==> config.mk <==
export PLATFORM = sky130hd
export DESIGN_NAME = coefficient_block_builder
export DESIGN_NICKNAME = d
export VERILOG_FILES = /design/src/rtl/coefficient_block_builder.sv
export SDC_FILE = /design/constraint.sdc
export NUM_CORES = 1
export LEC_CHECK = 0
export CORE_ASPECT_RATIO = 1.25
export CORE_MARGIN = 8
export CORE_UTILIZATION = 55
export CTS_CLUSTER_SIZE = 40
export DETAILED_ROUTE_END_ITERATION = 12
export PLACE_DENSITY = 0.8
export SLEW_MARGIN = 20
export SYNTH_ARGS = -nofsm -noshare
export SYNTH_HDL_FRONTEND = slang
export SYNTH_SLANG_ARGS = --single-unit
==> constraint.sdc <==
create_clock -name clk -period 7.8 [get_ports clk]
set_input_delay 1.17 -clock clk [delete_from_list [all_inputs] [get_ports clk]]
set_output_delay 1.17 -clock clk [all_outputs]
set_load 0.1 [all_outputs]
==> src/rtl/coefficient_block_builder.sv <==
// coefficient_block_builder: expands (run, coefficient) pairs into a de-zigzagged
// 8x8 block with DC prediction, and holds it for random-access reads by the IDCT.
// Optional macro COEFFICIENT_BLOCK_BUILDER_DOUBLE_BUFFER_EN adds a second bank so
// filling can continue while the consumer still holds the previous block.
module coefficient_block_builder #(
  parameter int unsigned COEF_W = 11
) (
  input  logic              clk,
  input  logic              rst,
  input  logic [3:0]        r_value,
  input  logic [7:0]        coefficient,
  input  logic              is_new_coefficient,
  input  logic              dc_pred_clr,
  output logic              block_ready,
  input  logic [5:0]        rd_addr,
  output logic [COEF_W-1:0] rd_data,
  input  logic              block_ack,
  output logic              overflow_err
);

`ifdef COEFFICIENT_BLOCK_BUILDER_DOUBLE_BUFFER_EN
  localparam int unsigned NB = 2;
  localparam int unsigned AW = 7;
`else
  localparam int unsigned NB = 1;
  localparam int unsigned AW = 6;
`endif
  localparam int unsigned DEPTH = NB * 64;

  // zigzag scan position k -> natural row-major address
  localparam logic [5:0] ZZ [64] = '{
    6'd0,  6'd1,  6'd8,  6'd16, 6'd9,  6'd2,  6'd3,  6'd10,
    6'd17, 6'd24, 6'd32, 6'd25, 6'd18, 6'd11, 6'd4,  6'd5,
    6'd12, 6'd19, 6'd26, 6'd33, 6'd40, 6'd48, 6'd41, 6'd34,
    6'd27, 6'd20, 6'd13, 6'd6,  6'd7,  6'd14, 6'd21, 6'd28,
    6'd35, 6'd42, 6'd49, 6'd56, 6'd57, 6'd50, 6'd43, 6'd36,
    6'd29, 6'd22, 6'd15, 6'd23, 6'd30, 6'd37, 6'd44, 6'd51,
    6'd58, 6'd59, 6'd52, 6'd45, 6'd38, 6'd31, 6'd39, 6'd46,
    6'd53, 6'd60, 6'd61, 6'd54, 6'd47, 6'd55, 6'd62, 6'd63
  };

  typedef enum logic {S_FILL, S_FULL} state_t;

  state_t              r_state, w_state_n;
  logic [6:0]          r_k, w_k_n;
  logic [COEF_W-1:0]   r_pred, w_pred_n;
  logic                r_err, w_err_set;
  logic                r_ready, w_ready_n;
  logic [COEF_W-1:0]   r_mem [DEPTH];
  logic [DEPTH-1:0]    r_mask, w_mask_n;
  logic                w_we, w_done, w_rel, w_can_fill;
  logic [5:0]          w_wpos;
  logic [COEF_W-1:0]   w_wdata, w_sext;
  logic [6:0]          w_pos, w_zrl;
  logic [AW-1:0]       w_waddr, w_raddr;

  assign w_sext = {{(COEF_W-8){coefficient[7]}}, coefficient};
  assign w_pos  = r_k + 7'(r_value);
  assign w_zrl  = r_k + 7'd16;

`ifdef COEFFICIENT_BLOCK_BUILDER_DOUBLE_BUFFER_EN
  logic       r_fb, r_rb, w_fb_n, w_rb_n, w_wbank, w_other_free;
  logic [1:0] r_full, w_full_n;
  // a strobe during FULL+ack lands in the bank being freed
  assign w_wbank      = (r_state == S_FULL) ? r_rb : r_fb;
  assign w_rel        = block_ack && r_full[r_rb];
  assign w_other_free = !r_full[~r_fb] || (w_rel && (r_rb != r_fb));
  assign w_waddr      = {w_wbank, w_wpos};
  assign w_raddr      = {r_rb, rd_addr};
`else
  assign w_rel        = block_ack && (r_state == S_FULL);
  assign w_waddr      = w_wpos;
  assign w_raddr      = rd_addr;
`endif

  assign w_can_fill   = (r_state == S_FILL) || w_rel;
  assign block_ready  = r_ready;
  assign overflow_err = r_err;
  assign rd_data      = r_mask[w_raddr] ? r_mem[w_raddr] : '0;

  // next-state: pair decode, run expansion, completion and release
  always_comb begin
    w_state_n = r_state;
    w_k_n     = r_k;
    w_pred_n  = dc_pred_clr ? '0 : r_pred;
    w_err_set = 1'b0;
    w_we      = 1'b0;
    w_wpos    = 6'd0;
    w_wdata   = w_sext;
    w_done    = 1'b0;
    if (is_new_coefficient) begin
      if (!w_can_fill) begin
        w_err_set = 1'b1;
      end else if (r_k == 7'd0) begin
        w_pred_n = w_pred_n + w_sext;
        w_we     = 1'b1;
        w_wdata  = w_pred_n;
        w_k_n    = 7'd1;
      end else if (coefficient != 8'd0) begin
        if (w_pos > 7'd63) begin
          w_err_set = 1'b1;
          w_done    = 1'b1;
        end else begin
          w_we   = 1'b1;
          w_wpos = ZZ[w_pos[5:0]];
          w_k_n  = w_pos + 7'd1;
          w_done = (w_pos == 7'd63);
        end
      end else if (r_value == 4'hF) begin
        w_k_n     = w_zrl;
        w_done    = (w_zrl >= 7'd64);
        w_err_set = (w_zrl > 7'd64);
      end else begin
        w_done = 1'b1;
      end
    end
    if (w_rel) w_state_n = S_FILL;
    w_mask_n = r_mask;
`ifdef COEFFICIENT_BLOCK_BUILDER_DOUBLE_BUFFER_EN
    w_fb_n   = r_fb;
    w_rb_n   = r_rb;
    w_full_n = r_full;
    if (w_rel) begin
      w_full_n[r_rb] = 1'b0;
      w_rb_n         = ~r_rb;
      if (r_state == S_FULL) w_fb_n = r_rb;
      if (r_rb) w_mask_n[127:64] = '0;
      else      w_mask_n[63:0]   = '0;
    end
    if (w_done) begin
      w_k_n          = 7'd0;
      w_full_n[r_fb] = 1'b1;
      if (w_other_free) w_fb_n = ~r_fb;
      else              w_state_n = S_FULL;
    end
    w_ready_n = w_full_n[w_rb_n];
`else
    if (w_rel) w_mask_n = '0;
    if (w_done) begin
      w_k_n     = 7'd0;
      w_state_n = S_FULL;
    end
    w_ready_n = (w_state_n == S_FULL);
`endif
    if (w_we) w_mask_n[w_waddr] = 1'b1;
  end

  // control registers with synchronous reset
  always_ff @(posedge clk) begin
    if (rst) begin
      r_state <= S_FILL;
      r_k     <= 7'd0;
      r_pred  <= '0;
      r_err   <= 1'b0;
      r_ready <= 1'b0;
      r_mask  <= '0;
`ifdef COEFFICIENT_BLOCK_BUILDER_DOUBLE_BUFFER_EN
      r_fb    <= 1'b0;
      r_rb    <= 1'b0;
      r_full  <= 2'b00;
`endif
    end else begin
      r_state <= w_state_n;
      r_k     <= w_k_n;
      r_pred  <= w_pred_n;
      r_err   <= r_err | w_err_set;
      r_ready <= w_ready_n;
      r_mask  <= w_mask_n;
`ifdef COEFFICIENT_BLOCK_BUILDER_DOUBLE_BUFFER_EN
      r_fb    <= w_fb_n;
      r_rb    <= w_rb_n;
      r_full  <= w_full_n;
`endif
    end
  end

  // coefficient storage; the valid mask decides what is visible
  always_ff @(posedge clk) begin
    if (w_we) r_mem[w_waddr] <= w_wdata;
  end

endmodule

# ---- Word level (Yosys, flattened, before mapping)
# Memories as Yosys holds them, arrays and structs flattened.
# Index checks and enable logic that the tools add are counted.
dict set report word_totals {
  reg_bits 84
  latch_bits 0
  ram_bits 704
  rom_bits 384
  input_bits 23
  out_inout_bits 13
  memories 2
}
# memory depth word_bits read_ports rd_clocked_by_memory_dff write_ports line_no
set mem_list {}
lappend mem_list {r_mem 64 11 1 0 1 49} ;# logic [COEF_W-1:0] r_mem [DEPTH];
lappend mem_list {{(name not given)} 64 6 1 0 0 105} ;# w_wpos = ZZ[w_pos[5:0]];
dict set report classes {
  add_sub_neg 4
  multipliers 0
  div 0
  n_lt_le_gt_ge 7
  eq_ne 3
  n_shift 0
  muxes 46
  bitwise_logic 4
  reduce_logical 9
}
# op n
set ops {}
lappend ops {{64-bit 2-to-1 mux} 2}
lappend ops {{11-bit 2-to-1 mux} 8}
lappend ops {{64-bit OR} 1}
lappend ops {{6-bit 2-to-1 mux} 7}
lappend ops {{7-bit 2-to-1 mux} 4}
lappend ops {{1-bit 2-to-1 mux} 23}
lappend ops {{7-bit >= comparator, second input constant} 2}
lappend ops {{6-bit by 7-bit less-than comparator with 1-bit output, second input constant} 2}
lappend ops {{11-bit adder} 1}
lappend ops {{8-bit nonzero test} 1}
lappend ops {{7-bit by 1-bit adder with 7-bit output, second input constant} 1}
lappend ops {{7-bit by 4-bit adder with 7-bit output} 1}
lappend ops {{7-bit by 5-bit adder with 7-bit output, second input constant} 1}
lappend ops {{7-bit by 6-bit equality test with 1-bit output, second input constant} 1}
lappend ops {{7-bit by 6-bit greater-than comparator with 1-bit output, second input constant} 1}
lappend ops {{7-bit greater-than comparator, second input constant} 1}
lappend ops {{7-bit logical NOT} 1}
lappend ops {{6-bit inverter with 7-bit output} 1}
lappend ops {{1-bit binary-select mux with 6-bit select} 1}
lappend ops {{1-bit demux with 6-bit select} 1}
lappend ops {{6-bit by 1-bit >= comparator with 1-bit output, second input constant} 1}
lappend ops {{4-bit equality test, second input constant} 1}
lappend ops {{4-bit AND reduction} 1}
lappend ops {{3-bit != test, second input constant} 1}
lappend ops {{other kinds (7)} 8}

# ---- Longest topological paths before layout
# Gate-level depths: netlist of the first run.
dict set report logic_depth {
  ltp_word 16
  ltp_mapped 16
  mapped_depth_nobuf 14
}

# ---- Least setup slack after synthesis of the first run
# Ideal clock, no wire load.
dict set report synth_timing {
  path_type {in2reg}
  from {in dc_pred_clr}
  to {mem r_mem[0][9] (data pin)}
  setup_time_ns 0.702
  arrival_time_ns 5.650
  slack_ns 1.449
  path_stages 11
  cell_sequence {clkbuf_1 > nand2b_1 > inv_1 > ha_1 > a21o_1 > a21oi_1 > o21bai_1 > a2111o_1 > a41oi_1 > xor2_1 > o21ai_0}
}
dict set report synth_via {
  elab_chain_len 5
}
# element line_no
set synth_rtl {}
lappend synth_rtl {{start: declaration} 13} ;# input logic dc_pred_clr,
lappend synth_rtl {{11-bit 2-to-1 mux} 85} ;# w_pred_n = dc_pred_clr ? '0 : r_pred;
lappend synth_rtl {{11-bit adder} 95} ;# w_pred_n = w_pred_n + w_sext;
lappend synth_rtl {{11-bit 2-to-1 mux} 94} ;# end else if (r_k == 7'd0) begin
lappend synth_rtl {{11-bit 2-to-1 mux} 92} ;# if (!w_can_fill) begin
lappend synth_rtl {{11-bit 2-to-1 mux} 91} ;# if (is_new_coefficient) begin
lappend synth_rtl {{net w_wdata[9]} 53} ;# logic [COEF_W-1:0] w_wdata, w_sext;
lappend synth_rtl {{end: declaration} 49}
# The timed path passes the listed nets, and every way through them passes these cells.

# ---- Worst setup path in the final report of the first run
dict set report layout_timing {
  from {in rd_addr[0]}
  to {out rd_data[0]}
}
dict set report layout_via {
  elab_chain_len 3
  word_cells_on_any_way 4
  classes_between {3 x mux; 1 x memory}
}
# element line_no
set layout_rtl {}
lappend layout_rtl {{start: declaration} 15} ;# input logic [5:0] rd_addr,
lappend layout_rtl {{1-bit binary-select mux with 6-bit select} 79} ;# assign rd_data = r_mask[w_raddr] ? r_mem[w_raddr] : '0;
lappend layout_rtl {{1-bit 2-to-1 mux (not written as such)} 79}
lappend layout_rtl {{11-bit 2-to-1 mux (*)} 79}
lappend layout_rtl {{end: declaration} 16} ;# output logic [COEF_W-1:0] rd_data,
# Mark *: on every way between the ends. The rest lies on a longest branch, timed or not. The select of a mux whose other input is x is not followed.

==> results.yml, run 1 <==
run_status:
  status: "finished clean"
clocking:
  cts_sinks: 788
  clockBufferDepth: 3
  postCtsSetupBuffers: 0
  cts_htree_levels: 3
  cts-root-buf: "clkbuf_16"
  insertion_delay_ns: 0.63
  cts_tree: "done"
  cts_resized: 0
  cts_buffers: 73
  hold_buffers: 0
  clkTransAtPathRegs_ns: 0.06
synthesis:
  ys_types: 76
  synth-seq-cells: 788
  synth_edf_count: 704
  synthTopCellsByArea: "edfxtp_1 (65%), mux4_2 (17%), dfxtp_1 (5.1%)"
  synth_ff_type: "edfxtp_1"
  syn_inst: 1752
  avgSynthCellArea_um2: 18.7
  yosysSeqAreaShare_pct: 69.8
  synth_top_cell_by_area: "edfxtp_1"
  syn_nets: 1810
  synth_most_common_cell: "edfxtp_1"
  yosysTopAreaCellShare_pct: 64.7
  synth_common_cells: "edfxtp_1 (704), mux4_2 (253), nor2_1 (140)"
  syn_area_um2: 32700
  async_flop_share_pct: 0
  yosysWarnings: 0
placement:
  place_congestion: 0.876
  port-buffer-count: 35
  dpl.hpwl_mm: 46.8
  place_ws_ns: 1.16
worst_setup_path:
  crit_type: "input pin to output pin"
  critPathArrivalTime_ns: 4.96
  cpPeakStageDelay_ns: 0.97
  reg2reg_from: "r_k[0]$_SDFFE_PP0P_"
  cp-endpoint: "rd_data[0]"
  worst_path_most_repeated_cell: "mux4_2"
  reg2reg_to: "r_mem[40][8]$_DFFE_PP_"
  critical_path.slowest_cell: "clkdlybuf4s50_1"
  cp.depth: 7
  required_ns: 6.63
  reg2reg_depth: 13
  crit_chain: "buf_8 -> buf_4 -> mux4_2 -> mux4_2 -> mux4_2 -> nor2b_1 -> clkdlybuf4s50_1"
  reg2reg_setup_slack_ns: 2.35
  path_buf_inv: 3
  crit_start: "rd_addr[0]"
  endpoint_kind: "output pin"
  path_max_fanout: 55
  worstSetupStartpointType: "input pin"
  cp_top_family: "buffers and inverters"
drt:
  dr.pass1.iters: 6
  ant_nets: 0
  num_vias: 17400
  via_per_inst: 6.59
  wire_per_inst_um: 28.7
  drt-total-wl_mm: 76.1
  drtIter0Drc: 2234
  drc: 0
pwr:
  p_switching_mw: 2.63
  p_clk_share_pct: 35.2
  pwr-share-seq_pct: 50.1
  ir_worst_vdd_v: 0.000198
  p_per_area_nw_per_um2: 275
  p_int_mw: 7.40
  p_leak_nw: 11.8
  power_frac_comb_pct: 14.7
  p_sw_share_pct: 26.2
timing:
  finalHoldViolations: 0
  period_minus_slack_ns: 6.13
  fmax_ghz: 0.163
  setup_viol_count_final: 0
  timing_max_transition_violations_final: 0
  worstMarginPinSlew_ns: 1.21
  finClkSkew_ns: 0.0271
  period_share_pct: 78.6
  slew_headroom_pct: 18.7
  rsz0062_at_grt: "no"
  fin_setup_tns_ns: 0
  hold-worst-slack_ns: 0.468
  fin_ws_ns: 1.67
floorplan:
  pin_count: 36
  die_w_um: 234
  die_area_um2: 67500
  start_util_pct: 55.2
  chipHeight_um: 289
  core_area_um2: 59200
  std_cell_rows: 100
hold_path:
  hold_path_class: "flip-flop to flip-flop"
flow_run:
  cap_violations: 0
cells_and_area:
  syn2layout_area_growth_pct: 11.7
  nets: 1882
  layout-drive-gt1-share_pct: 25.3
grt:
  antenna_found_initial: 4
  grt_max_degree: 80
  grt_pass1_vias: 17900
  grt_util_all_layers_pct: 22.8
  overflow: 0
  grt_pass1_wl_mm: 114
-- stage by stage --
step                instance area (µm²)  util, %  std cells  power [mW]
floorplan                         32700        -       1752        6.05
global placement                  34200     57.7       2514        6.49
detailed placement                34200     57.7       2514        6.55
CTS                               36500     61.7       2645        10.0
global route                      36500     61.7       2645        10.3
finish                            36500     61.7       2647        10.0
-- worst min path at each step --
stage,endpoint,depth (start not counted),startpoint
floorplan,r_mask[2]$_SDFF_PP0_,2,r_mask[2]$_SDFF_PP0_
global placement,r_mask[5]$_SDFF_PP0_,2,r_mask[5]$_SDFF_PP0_
detailed placement,r_mask[7]$_SDFF_PP0_,2,r_mask[7]$_SDFF_PP0_
CTS,r_mask[61]$_SDFF_PP0_,2,r_mask[61]$_SDFF_PP0_
global route,r_mask[63]$_SDFF_PP0_,2,r_mask[63]$_SDFF_PP0_
finish,r_mask[47]$_SDFF_PP0_,2,r_mask[47]$_SDFF_PP0_
-- per-layer routing --
metal,up-vias,GRT usage [%],share of wire (%)
li1,7291,-,-
met3,197,4.48,8.3
met2,987,39.1,51
met5,-,0,0.035
met4,4,9.31,3.9
met1,8967,28.5,37
-- cells by family (layout without fill, tap and decap cells) --
logic type,after synthesis,after routing,share of synthesized area (%)
adders and majority gates,35,35,1.39
AOI/OAI and AO/OA,187,187,4.19
buffers and inverters,135,263,1.68
muxes,259,259,17.6
xor gates and xnor gates,19,19,0.555
other,0,2,0
and+or+nand+nor,329,329,4.74
DFF,788,788,69.8
-- layout by cell type, fill, tap and decap left out, types with 8 or more instances in the layout --
cell and n:
a21o_1 8, clkinv_2 16, a21oi_1 39, dfxtp_1 84, nor2_1 139, a22oi_1 24
ha_1 33, buf_4 66, o21ai_0 13, a2bb2oi_1 24, edfxtp_1 704, nor2b_1 24
a31oi_1 8, nand2b_1 12, clkdlybuf4s50_1 30, mux4_2 253, nand2_1 72, xnor2_1 12
clkinv_1 10, nand3_1 9, clkbuf_16 74, nor4_1 11, a2111oi_0 9, nor3_1 9
inv_6 8, clkbuf_1 9, inv_1 27
-- power groups by stage --
stage | Combinational (mW) | Sequential [mW] | Clock [mW]
2_1_floorplan | 0.933 | 5.11 | 0
3_3_place_gp | 1.39 | 5.10 | 0
3_5_place_dp | 1.44 | 5.11 | 0
4_1_cts | 1.45 | 5.03 | 3.56
5_1_grt | 1.55 | 5.03 | 3.71
6_report | 1.47 | 5.03 | 3.53
-- cell type report --
class                      count  area (µm²)
inverter                      28         105
timing repair buffer         104         912
clock inverter                48         452
clock buffer                  83        1890
tap                          765         957
multi-input combinational    829        9370
sequential                   788       22800
antenna                        2        5.00
fill                        3922       22700
-- flip-flops by register name, summed over array words and instances (netlist names) --
name / count
r_mem: 704
block_ready: 1
r_k: 7
r_mask: 64
overflow_err: 1
r_pred: 11
-- worst min-delay path, cell delays in order, from the launching register on --
cell and delay (ns):
dfxtp_1 0.31, nand2_1 0.05, a21oi_1 0.06
No activity file was read; power rests on OpenSTA's default activity.
==> inputs of run 2 (changes only) <==
- clock period: 7.8 -> 5.9 ns (I/O delays scaled with it)
==> results.yml, run 2 (same netlist as run 1, synthesis figures left out) <==
run_status:
  status: "finished clean"
placement:
  dpl.hpwl_mm: 49.0
  post_dp_cell_area_um2: 34600
  place_congestion: 0.881
  port-buffer-count: 35
  numPlacedInstances: 2556
hold_path:
  hold_path.startpoint: "r_mask[37]$_SDFF_PP0_"
  hold_end: "r_mask[37]$_SDFF_PP0_"
  hold_path_class: "flip-flop to flip-flop"
  hold_path_depth: 2
drt:
  drc: 0
  num_vias: 18100
  drtIter0Drc: 2235
  wire_per_inst_um: 30.8
  ant_nets: 0
  drt-total-wl_mm: 83.0
  dr.pass1.iters: 5
  via_per_inst: 6.72
worst_setup_path:
  reg2reg_from: "r_k[0]$_SDFFE_PP0P_"
  worstSetupStartpointType: "input pin"
  required_ns: 6.15
  reg2reg_depth: 14
  path_max_fanout: 11
  endpoint_kind: "flip-flop"
  critPathArrivalTime_ns: 5.47
  reg2reg_setup_slack_ns: 1.06
  reg2reg_to: "r_mem[45][6]$_DFFE_PP_"
  crit_type: "input pin to flip-flop"
pwr:
  ir_worst_vdd_v: 0.000194
  p_per_area_nw_per_um2: 365
  p_leak_nw: 12.1
timing:
  fmax_ghz: 0.192
  worstMarginPinSlew_ns: 1.14
  timing_max_transition_violations_final: 0
  period_minus_slack_ns: 5.21
  finalHoldViolations: 0
  slew_headroom_pct: 23.9
  period_share_pct: 88.3
  setup_viol_count_final: 0
  rsz0062_at_grt: "no"
  finClkSkew_ns: 0.0244
  fin_setup_tns_ns: 0
cells_and_area:
  final_cells: 2692
  mostFrequentLayoutCells: "edfxtp_1 (704), mux4_2 (253), nor2_1 (140)"
  syn2layout_area_growth_pct: 13.5
  diodes: 0
  largest_reg_flops: 704
  regMostFlops: "r_mem"
  final_common_cell: "edfxtp_1"
  final_cell_area_um2: 37100
  nFillCells: 3847
  reg.largest.list: "r_mem: 704 flops, r_mask: 64 flops, r_pred: 11 flops"
  layout-drive-gt1-share_pct: 27.4
  nets: 1925
clocking:
  cts_tree: "done"
  hold_buffers: 0
  cts_sinks: 788
  cts_buffers: 74
  clkTransAtPathRegs_ns: 0.06
  cts-root-buf: "clkbuf_16"
  cts_htree_levels: 3
  cts_resized: 0
  insertion_delay_ns: 0.63
  postCtsSetupBuffers: 0
  clockBufferDepth: 3
floorplan:
  pin_count: 36
  chipHeight_um: 289
  die_w_um: 234
  std_cell_rows: 100
  core_area_um2: 59200
  die_area_um2: 67500
  start_util_pct: 55.2
grt:
  grt_util_all_layers_pct: 24.9
  grt_max_degree: 65
  grt_pass1_vias: 18400
  grt_pass1_wl_mm: 122
  antenna_found_initial: 1
  overflow: 0
flow_run:
  cap_violations: 0
[run 2: changes by cell type in the layout (fill, tap and decap cells not counted), sizes merged]
| cell | change |
|---|---|
| inv | -2 |
| diode | -2 |
| clkinv | -1 |
| buf | +53 |
| bufinv | +1 |
| clkdlybuf4s50 | -11 |
| clkbuf | +7 |
[run 2: how the worst max path moves through the flow]
stage | from | to | slack (ns) | cells after the start
finish | r_value[0] | r_mem[45][6]$_DFFE_PP_ | 0.69 | 15
floorplan | r_value[0] | r_mem[0][0]$_DFFE_PP_ | 0.44 | 16
global placement | r_value[0] | r_mem[45][6]$_DFFE_PP_ | 0.42 | 15
global route | r_value[0] | r_mem[45][10]$_DFFE_PP_ | 0.47 | 15
CTS | r_value[0] | r_mem[45][10]$_DFFE_PP_ | 0.78 | 15
detailed placement | r_value[0] | r_mem[45][5]$_DFFE_PP_ | 0.17 | 15
[run 2: layout make-up]
cell class	count	area (µm²)	share of cell area [%]
Clock buffer	90	1990	5.35
Clock inverter	46	462	1.24
Inverter	28	105	0.283
Multi-Input combinational cell	829	9360	25.2
Sequential cell	788	22800	61.5
Tap cell	765	957	2.58
Timing Repair Buffer	146	1390	3.76
[run 2: through the flow]
stage	utilization (%)	worst slack (ns)	hold WS [ns]	total power, mW
after floorplan	-	0.444	0.420	7.99
after global placement	58.5	0.423	0.428	8.70
after detailed placement	58.5	0.172	0.450	8.77
after CTS	62.7	0.780	0.464	13.6
after global routing	62.7	0.471	0.481	13.9
final	62.7	0.688	0.461	13.6
[run 2: power breakdown]
group | internal [mW] | switching (mW) | total [mW]
Sequential | 6.60 | 0.0494 | 6.65
Clock | 2.74 | 2.10 | 4.83
Combinational | 0.649 | 1.42 | 2.07
Total | 9.98 | 3.57 | 13.6
[run 2: worst max-delay path, cell delays in order]
cell	delay, ns
clkdlybuf4s50_1	0.50
ha_1	0.22
inv_1	0.08
fa_1	0.52
inv_1	0.14
ha_1	0.40
nand2b_1	0.07
a2111oi_0	0.50
a2111oi_0	0.17
o211ai_1	0.13
a21oi_1	0.16
nor4_1	0.49
or4b_1	0.55
nand2b_1	0.21
inv_1	0.43
[run 2: metal layers]
| metal | wire length [µm] | track usage (%) |
|---|---|---|
| met4 | 3990 | 11.8 |
| met1 | 29100 | 30.8 |
| met5 | 0 | 0 |
| met3 | 7600 | 4.31 |
| met2 | 42300 | 42.5 |
==> inputs of run 3 (changes only) <==
--- a/config.mk
+++ b/config.mk
@@ -12,3 +12,3 @@
 export DETAILED_ROUTE_END_ITERATION = 12
-export PLACE_DENSITY = 0.8
+export PLACE_DENSITY = 0.71
 export SLEW_MARGIN = 20
==> constraint.sdc (replaced) <==
create_clock -name clk -period 5.9 [get_ports clk]
set_input_delay 0.59 -clock clk [delete_from_list [all_inputs] [get_ports clk]]
set_output_delay 0.59 -clock clk [all_outputs]
set_load 0.1 [all_outputs]
==> results.yml, run 3 (same netlist as run 1, synthesis figures left out) <==
clocking:
  cts_sinks: 788
  cts_htree_levels: 3
  postCtsSetupBuffers: 0
  cts_buffers: 75
  insertion_delay_ns: 0.62
  cts_tree: "done"
  hold_buffers: 0
  clkTransAtPathRegs_ns: 0.06
  clockBufferDepth: 3
  cts-root-buf: "clkbuf_16"
  cts_resized: 0
grt:
  grt_util_all_layers_pct: 22.9
  antenna_found_initial: 0
  grt_pass1_wl_mm: 113
  grt_max_degree: 80
  overflow: 0
  grt_pass1_vias: 17500
pwr:
  p_per_area_nw_per_um2: 365
  fin_total_pwr_mw: 13.5
  p_leak_nw: 12.0
  ir_worst_vdd_v: 0.000171
drt:
  drt-total-wl_mm: 75.2
  drc: 0
  wire_per_inst_um: 28.0
  dr.pass1.iters: 6
  highest_layer: "met4"
  num_vias: 17200
  met1_length_mm: 29.7
  via_per_inst: 6.39
  met3WireLength_mm: 5.43
  ant_nets: 0
  route.met2.wl_mm: 37.9
  drtIter0Drc: 1587
timing:
  fmax_ghz: 0.202
  finalHoldViolations: 0
  period_minus_slack_ns: 4.96
  rsz0062_at_grt: "no"
  slew_headroom_pct: 24.1
  finClkSkew_ns: 0.0240
  fin_setup_tns_ns: 0
  period_share_pct: 84.0
  setup_viol_count_final: 0
  hold-worst-slack_ns: 0.456
  worstMarginPinSlew_ns: 1.14
  timing_max_transition_violations_final: 0
cells_and_area:
  nFillCells: 4072
  largest_reg_flops: 704
  register_area_um2: 22800
  layout-drive-gt1-share_pct: 26.9
  syn2layout_area_growth_pct: 12.8
  reg.largest.list: "r_mem: 704 flops, r_mask: 64 flops, r_pred: 11 flops"
  nets: 1915
  regMostFlops: "r_mem"
  final_common_cell: "edfxtp_1"
  multiInputGateArea_um2: 9370
  mostFrequentLayoutCells: "edfxtp_1 (704), mux4_2 (253), nor2_1 (140)"
  final_cell_area_um2: 36900
run_status:
  status: "finished clean"
floorplan:
  chipHeight_um: 289
  die_area_um2: 67500
  start_util_pct: 55.2
  core_area_um2: 59200
  pin_count: 36
  std_cell_rows: 100
  die_w_um: 234
worst_setup_path:
  required_ns: 6.21
  crit_chain: "clkdlybuf4s50_1 -> ha_1 -> inv_1 -> fa_1 -> inv_1 -> ha_1 -> nand2b_1 -> a2111oi_0 -> a2111oi_0 -> o211ai_1 -> a21oi_1 -> nor2_1 -> nand2_1 -> o211a_1 -> nor3_2 -> buf_4"
  path_buf_inv: 4
  path_max_fanout: 15
  critPathArrivalTime_ns: 5.27
  endpoint_kind: "flip-flop"
  cpPeakStageDelay_ns: 0.69
  cp_top_family: "compound AO/OA/AOI/OAI gates"
  worstSetupStartpointType: "input pin"
  crit_type: "input pin to flip-flop"
  critical_path.slowest_cell: "fa_1"
placement:
  place_congestion: 0.893
  post_dp_cell_area_um2: 34400
  dpl.hpwl_mm: 47.4
  port-buffer-count: 35
hold_path:
  hold_path_class: "flip-flop to flip-flop"
flow_run:
  cap_violations: 0
[run 3: stage by stage]
stage,utilization (%),setup WS (ns),instances
finish,62.3,0.943,2683
detailed placement,58.1,0.449,2545
global placement,58.1,0.532,2544
CTS,62.3,1.10,2681
global route,62.3,0.712,2681
floorplan,-,0.129,1752
[run 3: final cells by class]
type / instances / area share (%)
Antenna cell: 2 / 0.0136
Tap cell: 765 / 2.60
Timing Repair Buffer: 135 / 3.08
Multi-Input combinational cell: 829 / 25.4
Clock inverter: 41 / 1.09
Sequential cell: 788 / 61.9
Inverter: 28 / 0.285
Clock buffer: 95 / 5.61
[run 3: tightest hold or removal path, cell delays in order, from the launching register on]
cell	delay, ns
dfxtp_1	0.33
nand2_1	0.05
o31ai_1	0.05
[run 3: per-layer routing]
layer / up-vias / global-route usage [%]
met5: - / 0
met4: 0 / 7.65
met3: 115 / 3.73
met2: 714 / 38.1
met1: 8955 / 30.7
li1: 7373 / -
[run 3: worst paths after layout]
check,startpoint,to,slack (ns),cells after the start
max,r_value[0],r_mem[0][8]$_DFFE_PP_,0.94,16
min,r_mask[5]$_SDFF_PP0_,r_mask[5]$_SDFF_PP0_,0.46,2
max reg2reg,r_k[0]$_SDFFE_PP0P_,r_mem[0][8]$_DFFE_PP_,1.04,15
min reg2reg,r_mask[5]$_SDFF_PP0_,r_mask[5]$_SDFF_PP0_,0.46,2
[run 3: report_power, final]
part / internal [mW] / switching, mW / total, mW
clock: 2.77 / 2.04 / 4.81
combinational: 0.622 / 1.39 / 2.01
sequential: 6.59 / 0.0412 / 6.64
total: 9.98 / 3.47 / 13.5
